**src/rtl/dds_pkg.sv**
```systemverilog
// Shared types and widths for the DDS configurator / phase generator pair.
// Latency: n/a (package only).
// Backpressure: n/a.
package dds_pkg;

  localparam int FTW_W       = 24;
  localparam int AMP_W       = 8;
  localparam int POW_W       = 16;
  localparam int ACC_W_DEF   = 32;
  localparam int AXIL_ADDR_W = 8;
  localparam int AXIL_DATA_W = 32;

  typedef logic [FTW_W-1:0]     t_ftw;
  typedef logic [AMP_W-1:0]     t_amp;
  typedef logic [ACC_W_DEF-1:0] t_acc;

  // Channel index width: enough bits for n slots, never narrower than 1.
  function automatic int chn_w(input int n);
    return (n > 1) ? $clog2(n) : 1;
  endfunction

endpackage

```
**src/rtl/dds_phase_acc.sv**
```systemverilog
// One DDS lane: phase-continuous accumulator plus offset phase output.
// Latency: phase reflects the accumulator one cycle after it updates.
// Backpressure: none; step/clear are applied every cycle they are asserted.
module dds_phase_acc
  import dds_pkg::*;
#(
  parameter int ACC_W = 32,
  parameter int PH_W  = 16
) (
  input  logic             clk,
  input  logic             rst,
  input  t_ftw             ftw,
  input  logic             clear,
  input  logic             step,
  input  logic [POW_W-1:0] pow,
  output logic [PH_W-1:0]  phase
);

  logic [ACC_W-1:0] acc;

  // Accumulator: clear wins over step, otherwise add the zero-extended FTW.
  always_ff @(posedge clk or posedge rst) begin
    if (rst) begin
      acc <= '0;
    end else if (clear) begin
      acc <= '0;
    end else if (step) begin
      acc <= acc + ACC_W'(ftw);
    end
  end

  // Output phase: top PH_W accumulator bits plus the top PH_W offset bits.
  always_ff @(posedge clk or posedge rst) begin
    if (rst) begin
      phase <= '0;
    end else begin
      phase <= acc[ACC_W-1 -: PH_W] + pow[POW_W-1 -: PH_W];
    end
  end

endmodule

```
**src/rtl/dds_hop_phase_gen.sv**
```systemverilog
// Frequency-hopping phase generator: shadow FTW bank, commit on sync edge, slot sequencer.
// Latency: outputs registered one cycle after the accumulator/slot update.
// Backpressure: stream always ready after reset; out-of-range beats are dropped and flagged.
module dds_hop_phase_gen
  import dds_pkg::*;
#(
  parameter int DDS_NUM      = 4,
  parameter int CONFIG_WIDTH = 4,
  parameter int ACC_W        = 32,
  parameter int PH_W         = 16,
  parameter int G_DWELL      = 1000,
  parameter int CHN_W        = chn_w(CONFIG_WIDTH)
) (
  input  logic                                  i_clk,
  input  logic                                  i_rst,
  input  logic [DDS_NUM*FTW_W-1:0]              i_stm_data,
  input  logic [CHN_W-1:0]                      i_stm_chn,
  input  logic                                  i_stm_vld,
  input  logic                                  i_stm_syn,
  output logic                                  o_stm_rdy,
  input  logic                                  i_ena,
  input  logic [DDS_NUM*CONFIG_WIDTH*AMP_W-1:0] i_amp_cfg,
  input  logic [POW_W-1:0]                      i_pow_cfg,
  output logic [DDS_NUM*PH_W-1:0]               o_phase,
  output logic [DDS_NUM*AMP_W-1:0]              o_amp,
  output logic [CHN_W-1:0]                      o_slot,
  output logic                                  o_vld,
  output logic                                  o_hop,
  output logic                                  o_chn_err
);

  localparam int DW_W = $clog2(G_DWELL);

  t_ftw                                  shadow     [DDS_NUM][CONFIG_WIDTH];
  t_ftw                                  active_ftw [DDS_NUM][CONFIG_WIDTH];
  logic [DDS_NUM*CONFIG_WIDTH*AMP_W-1:0] active_amp;
  logic [POW_W-1:0]                      active_pow;
  logic                                  syn_d;
  logic                                  en_q;
  logic                                  hop_r;
  logic [CHN_W-1:0]                      slot;
  logic [CHN_W-1:0]                      slot_next;
  logic [DW_W-1:0]                       dwell;
  logic [CONFIG_WIDTH-1:0]               chn_hit;
  logic                                  beat_ok;
  logic                                  beat_bad;
  logic                                  commit;
  logic                                  wrap;
  t_ftw                                  lane_ftw   [DDS_NUM];
  t_amp                                  lane_amp   [DDS_NUM];

  // Decode the beat channel against the valid slot range.
  always_comb begin
    chn_hit = '0;
    for (int s = 0; s < CONFIG_WIDTH; s++) begin
      chn_hit[s] = (i_stm_chn == CHN_W'(s));
    end
  end

  assign beat_ok   = i_stm_vld & o_stm_rdy & (|chn_hit);
  assign beat_bad  = i_stm_vld & o_stm_rdy & ~(|chn_hit);
  assign commit    = i_stm_syn & ~syn_d;
  assign wrap      = (dwell == DW_W'(G_DWELL - 1));
  assign slot_next = (slot == CHN_W'(CONFIG_WIDTH - 1)) ? '0 : slot + 1'b1;

  // Select the active slot's FTW and amplitude for every lane.
  always_comb begin
    for (int d = 0; d < DDS_NUM; d++) begin
      lane_ftw[d] = '0;
      lane_amp[d] = '0;
      for (int s = 0; s < CONFIG_WIDTH; s++) begin
        if (slot == CHN_W'(s)) begin
          lane_ftw[d] = active_ftw[d][s];
          lane_amp[d] = active_amp[(d*CONFIG_WIDTH+s)*AMP_W +: AMP_W];
        end
      end
    end
  end

  // Stream side: ready, sync edge detect, shadow capture, sticky channel error.
  always_ff @(posedge i_clk or posedge i_rst) begin
    if (i_rst) begin
      o_stm_rdy <= 1'b0;
      syn_d     <= 1'b0;
      o_chn_err <= 1'b0;
      for (int d = 0; d < DDS_NUM; d++)
        for (int s = 0; s < CONFIG_WIDTH; s++)
          shadow[d][s] <= '0;
    end else begin
      o_stm_rdy <= 1'b1;
      syn_d     <= i_stm_syn;
      if (beat_bad) o_chn_err <= 1'b1;
      if (beat_ok) begin
        for (int d = 0; d < DDS_NUM; d++)
          for (int s = 0; s < CONFIG_WIDTH; s++)
            if (chn_hit[s]) shadow[d][s] <= i_stm_data[d*FTW_W +: FTW_W];
      end
    end
  end

  // Commit: copy the pre-edge shadow plus amplitude/offset config into the active bank.
  always_ff @(posedge i_clk or posedge i_rst) begin
    if (i_rst) begin
      active_amp <= '0;
      active_pow <= '0;
      for (int d = 0; d < DDS_NUM; d++)
        for (int s = 0; s < CONFIG_WIDTH; s++)
          active_ftw[d][s] <= '0;
    end else if (commit) begin
      active_amp <= i_amp_cfg;
      active_pow <= i_pow_cfg;
      active_ftw <= shadow;
    end
  end

  // Sequencer: commit restarts slot/dwell, otherwise dwell counts and hops while enabled.
  always_ff @(posedge i_clk or posedge i_rst) begin
    if (i_rst) begin
      en_q  <= 1'b0;
      slot  <= '0;
      dwell <= '0;
      hop_r <= 1'b0;
    end else begin
      en_q  <= i_ena;
      hop_r <= 1'b0;
      if (commit) begin
        slot  <= '0;
        dwell <= '0;
        hop_r <= 1'b1;
      end else if (en_q) begin
        if (wrap) begin
          dwell <= '0;
          slot  <= slot_next;
          hop_r <= 1'b1;
        end else begin
          dwell <= dwell + 1'b1;
        end
      end
    end
  end

  // Output stage aligned with the lane phase registers.
  always_ff @(posedge i_clk or posedge i_rst) begin
    if (i_rst) begin
      o_slot <= '0;
      o_vld  <= 1'b0;
      o_hop  <= 1'b0;
      o_amp  <= '0;
    end else begin
      o_slot <= slot;
      o_vld  <= en_q;
      o_hop  <= hop_r;
      for (int d = 0; d < DDS_NUM; d++) o_amp[d*AMP_W +: AMP_W] <= lane_amp[d];
    end
  end

  for (genvar d = 0; d < DDS_NUM; d++) begin : g_lane
    dds_phase_acc #(
      .ACC_W (ACC_W),
      .PH_W  (PH_W)
    ) u_acc (
      .clk   (i_clk),
      .rst   (i_rst),
      .ftw   (lane_ftw[d]),
      .clear (commit),
      .step  (en_q),
      .pow   (active_pow),
      .phase (o_phase[d*PH_W +: PH_W])
    );
  end

endmodule

```
**config.mk**
```make
export PLATFORM = sky130hd
export DESIGN_NAME = dds_hop_phase_gen
export DESIGN_NICKNAME = d
export VERILOG_FILES = /design/src/rtl/dds_pkg.sv /design/src/rtl/dds_phase_acc.sv /design/src/rtl/dds_hop_phase_gen.sv
export SDC_FILE = /design/constraint.sdc
export NUM_CORES = 2
export LEC_CHECK = 0
export ABC_AREA = 1
export CAP_MARGIN = 30
export CORE_MARGIN = 2
export CORE_UTILIZATION = 35
export DETAILED_ROUTE_END_ITERATION = 10
export PLACE_DENSITY_LB_ADDON = 0.1
export SLEW_MARGIN = 20
export SYNTH_ARGS = -nofsm -noshare
export SYNTH_HDL_FRONTEND = slang
export SYNTH_SLANG_ARGS = --single-unit
```
**constraint.sdc**
```tcl
create_clock -name i_clk -period 42.5 [get_ports i_clk]
set_input_delay 8.5 -clock i_clk [delete_from_list [all_inputs] [get_ports i_clk]]
set_output_delay 8.5 -clock i_clk [all_outputs]
set_load 0.03 [all_outputs]
```
## Word level (Yosys, flattened, before mapping)

Index checks and enable logic that the tools add are counted.

| word-level totals | value |
|---|---|
| register bits after elaboration | 1,157 |
| output and inout bits | 102 |
| input bits | 247 |
| logic and storage cells | 136 |

| operators by class | value |
|---|---|
| add/subtract/negate cells | 10 |
| bitwise logic cells | 6 |
| equality and inequality tests | 7 |
| muxes and demuxes | 50 |
| reductions and logical operators | 10 |

Operators by type and width:

| cell | count |
|---|---|
| two-way mux 24 bit | 16 |
| two-way mux 32 bit | 8 |
| adder 32 x 24 -> 32 bit | 4 |
| two-way mux 8 bit | 16 |
| adder 16 bit | 4 |
| two-way mux 10 bit | 3 |
| adder 10 x 1 -> 10 bit, second input constant | 1 |
| equality test 10 bit, second input constant | 1 |
| AND reduction 2 bit | 5 |
| equality test 2 bit, second input constant | 4 |
| two-way mux 2 bit | 4 |
| bitwise AND 1 bit | 4 |
| equality test 2 x 1 -> 1 bit, second input constant | 2 |
| zero test 2 bit | 2 |
| nonzero test 2 bit | 2 |
| OR reduction 4 bit | 1 |
| two-way mux 1 bit | 3 |
| adder 2 x 1 -> 2 bit, second input constant | 1 |
| inverter 1 bit | 2 |

## Depth between registers and ports, before layout

| logic depth | value |
|---|---|
| depth in word-level cells | 8 |
| gate-level depth with buffers | 22 |
| gate-level depth less buffers | 20 |

## Hierarchy

Synthesis repeated with hierarchy kept, for this count alone.

| second synthesis, totals | value |
|---|---|
| cell total of the unflattened synthesis | 7,276 |
| area, all modules | 57,750.4 um^2 |

Modules (own cells, without submodules):

| module | area each (um^2) | instances | sequential area each (um^2) | cells each |
|---|---|---|---|---|
| dds_hop_phase_gen | 40,476.3 | 1 | 24,148.2 | 4,630 |
| dds_phase_acc (g_lane[1].u_acc ...) | 4,355.4 | 2 | 1,201.2 | 669 |
| dds_phase_acc (g_lane[0].u_acc) | 4,352.9 | 1 | 1,201.2 | 669 |
| dds_phase_acc (g_lane[3].u_acc) | 4,210.3 | 1 | 1,201.2 | 639 |

## Worst setup path after synthesis

Ideal clock, no wire load.

| timing | value |
|---|---|
| path type | input port to flip-flop |
| from | in i_stm_syn |
| to | reg active_ftw[0] (netlist bit) |
| setup slack | 33.045 ns |
| path buffers | 3 |
| cell stages on the path | 7 |
| arrival | 9.324 ns |
| required time | 42.370 ns |
| setup time | 0.130 ns |
| cells stage by stage | inv_1 nor2_2 buf_4 inv_2 buf_4 clkbuf_1 o21ai_1 |

| between the ends | value |
|---|---|
| longest elaborated chain between the ends | 1 |

Ends and longest elaborated chain:

| element | RTL line | text |
|---|---|---|
| from (decl) | dds_hop_phase_gen.sv:19 | `input logic i_stm_syn,` |
| bitwise AND 1 bit | dds_hop_phase_gen.sv:62 | `assign commit = i_stm_syn & ~syn_d;` |
| to (signal assigned) | dds_hop_phase_gen.sv:112 | `active_ftw <= shadow;` |
| to (decl) | dds_hop_phase_gen.sv:35 | `t_ftw active_ftw [DDS_NUM][CONFIG_WIDTH];` |

No other way between the ends.
A chain may end at the register's enable or synchronous reset.

==> results.yml <==
timing:
  setup_viol: 0
  worst_pin_slew_ns: 1.08
  timing_hold_violations_final: 0
  rsz0062_at_grt: "false"
  fin_setup_tns_ns: 0
  min_period_ns: 11.47
  fin_crit_sh_pct: 27.0
  slew_viol_final: 0
  finalClockSkew_ns: 0.0434
  relSlewSlack_pct: 28.3
  fmax_ghz: 0.0872
logic_synthesis:
  synth_area_mm2: 0.0564
  avgSynthCellArea_um2: 7.98
  synth_ff_type: "dfrtp_1"
  synth_cell_types: 51
  ys_ff_latch: 1157
  synth_top_area_share_pct: 51.3
  syn_nets: 7517
  yosysSeqAreaShare_pct: 51.3
  synthCells: 7073
  synth_top_area_cell: "dfrtp_1"
  synth_edf_count: 0
  synth_warnings: 0
  synth_area_leaders: "dfrtp_1 (51%), nand2_1 (18%), o21ai_0 (6.4%)"
  synth-async-reset-ratio_pct: 100
floorplan:
  ios: 349
  die_w_um: 406
  rows: 147
  core_area_mm2: 0.160
  initial_core_util_pct: 35.2
  fp.dieArea_mm2: 0.165
  die_h_um: 406
placement:
  gp_congestion: 0.881
  placed_cells: 9313
  port_buffers: 348
  hpwlAfterDp_um: 111000
route:
  drt_iter0_drc: 3428
  drc: 0
  wire_per_inst_um: 17.8
  drtPass1Iterations: 5
  vias: 45600
  wl_um: 170000
  via_per_inst: 4.77
  ant_nets: 0
critical_path:
  crit_fanout: 119
  worst-endpoint-arrival_ns: 12.33
  r2r-start: "slot[1]"
  start_kind: "input pin"
  endpoint_kind: "async pin"
  worstPathRequired_ns: 43.36
  crit_type: "input pin to async pin"
  r2r-end: "g_lane[1].u_acc.acc[28]"
  r2r_slack_ns: 36.76
  ff2ff_path_depth: 19
worst_hold_path:
  whs_endpoint: "o_hop"
  hp-class: "register to register"
  hold_path_depth: 0
  hp-start: "hop_r"
finish:
  drive_above_1_share_pct: 5.24
  fin_nets: 7743
  final_cells: 9564
  mostFrequentLayoutCell: "nand2_1"
  mostFrequentLayoutCells: "nand2_1 (2701), dfrtp_1 (1157), o21ai_0 (723), inv_1 (658), clkdlybuf4s50_1 (348)"
  area_delta_synth_final_pct: 17.9
  fill_cells: 16500
  postLayoutCoreUtil_pct: 41.5
power:
  peakVddDrop_uv: 32.1
  p_per_area_mw_per_mm2: 54.7
  leakage_nw: 34.2
cts:
  clkSinkCount: 1157
  clk_latency_ns: 0.78
  root_buffer: "clkbuf_16"
  tritoncts: "yes"
  ctsHoldBuffers: 0
  htreeDepth: 4
  ctsLongestPathBuffers: 3
  post_cts_buffers: 0
  cts_resized: 0
  cts_made_buffers: 138
  cts.reportedPaths.clkPinSlew_ns: 0.05
outcome:
  status: "completed"
global_route:
  first_global_vias: 44000
  gr-total-overflow: 0
  grt_pass1_wl_um: 266000
  grt_max_degree: 204
  grt.total_usage_pct: 20.8
  antenna_found_initial: 2
job:
  drv_cap: 0
## how the worst max path moves through the flow
stage                     startpoint               to  slack [ns]  cells past startpoint
after floorplan                i_rst    active_amp[0]        1.41                      1
after global placement         i_rst  active_ftw[344]       30.04                      5
after detailed placement       i_rst      shadow[344]       30.04                      5
after CTS                      i_rst      shadow[341]       30.89                      5
after global routing           i_rst      shadow[295]       30.54                      6
final                          i_rst      shadow[341]       31.03                      6
## Yosys cell counts, types with 3 or more instances
cell / n
inv_2: 18
a21o_1: 8
and2_1: 9
nand2_2: 42
nor2_2: 11
o21a_1: 5
nor2b_1: 7
o21ai_2: 4
inv_1: 660
nor3_2: 16
dfrtp_1: 1157
or2_0: 3
o21ai_1: 39
a31oi_1: 6
xor2_1: 35
a21boi_1: 6
buf_2: 186
a22oi_1: 50
o21bai_1: 8
nand3_1: 155
nand3_2: 9
buf_1: 10
or2_1: 3
a21oi_2: 6
ha_1: 189
a32o_1: 3
nand4_1: 11
a22o_1: 8
a21oi_1: 329
o211ai_1: 23
xnor2_1: 25
buf_4: 5
clkbuf_1: 113
nand2_1: 2701
nand3b_1: 20
nor2_1: 323
nor3_1: 54
fa_1: 8
o31ai_1: 40
o21ai_0: 723
a221oi_1: 32
## sequential cells by signal, summed over array words and instances, names as in the netlist
register / flops
active_amp: 128
active_ftw: 384
active_pow: 16
dwell: 10
en_q: 1
g_lane.u_acc.acc: 128
g_lane.u_acc.phase: 64
hop_r: 1
o_amp: 32
o_chn_err: 1
o_hop: 1
o_slot: 2
o_stm_rdy: 1
o_vld: 1
shadow: 384
slot: 2
syn_d: 1
## routing by layer
layer	global-route usage [%]	wire (µm)	part of all wire (%)	vias to the layer above
met5	0	14	0.0082	-
met1	31.1	85600	50	21700
met3	2.99	7730	4.5	183
met4	4.23	2740	1.6	4
met2	31.8	74200	44	838
li1	-	-	-	22900
## report_power, final
| group | internal, mW | switching (mW) |
|---|---|---|
| sequential | 1.34 | 0.147 |
| clock | 0.696 | 0.497 |
| combinational | 0.345 | 0.618 |
## kinds of logic (layout without fill, tap and decap cells)
kind of cell	after synthesis	count (layout)	synth area share, %
compound gates	1292	1292	12.5
simple gates	3372	3372	23.7
fa+ha+maj	197	197	4.47
xor+xnor	60	60	0.931
other cells	1	3	0.00664
buf+inv	994	1323	7.08
flops	1157	1157	51.3
## metrics by stage
stage | power [mW] | hold slack [ns] | cell area, µm² | setup WS, ns
CTS | 3.69 | 0.360 | 66400 | 30.89
detailed placement | 2.47 | 0.346 | 61800 | 30.04
floorplan | 2.12 | 0.331 | 56400 | 1.41
finish | 3.64 | 0.361 | 66600 | 31.03
global route | 3.88 | 0.379 | 66600 | 30.54
global placement | 2.46 | 0.342 | 61700 | 30.04
## cell type report
type | instances | area, µm² | share of cell area [%]
multi-input combinational | 4922 | 23600 | 35.4
clock buffer | 203 | 4040 | 6.07
tap | 2160 | 2700 | 4.06
antenna | 2 | 5.00 | 0.00752
clock inverter | 40 | 549 | 0.825
timing repair buffer | 402 | 4150 | 6.23
sequential | 1157 | 29000 | 43.5
inverter | 678 | 2570 | 3.86
## critical path, cell delays in order
cell and delay [ns]:
clkdlybuf4s50_1 0.50, inv_8 0.58, buf_4 0.77, buf_4 0.76, buf_12 0.40, buf_16 0.48
No activity file was read; power rests on OpenSTA's default activity.
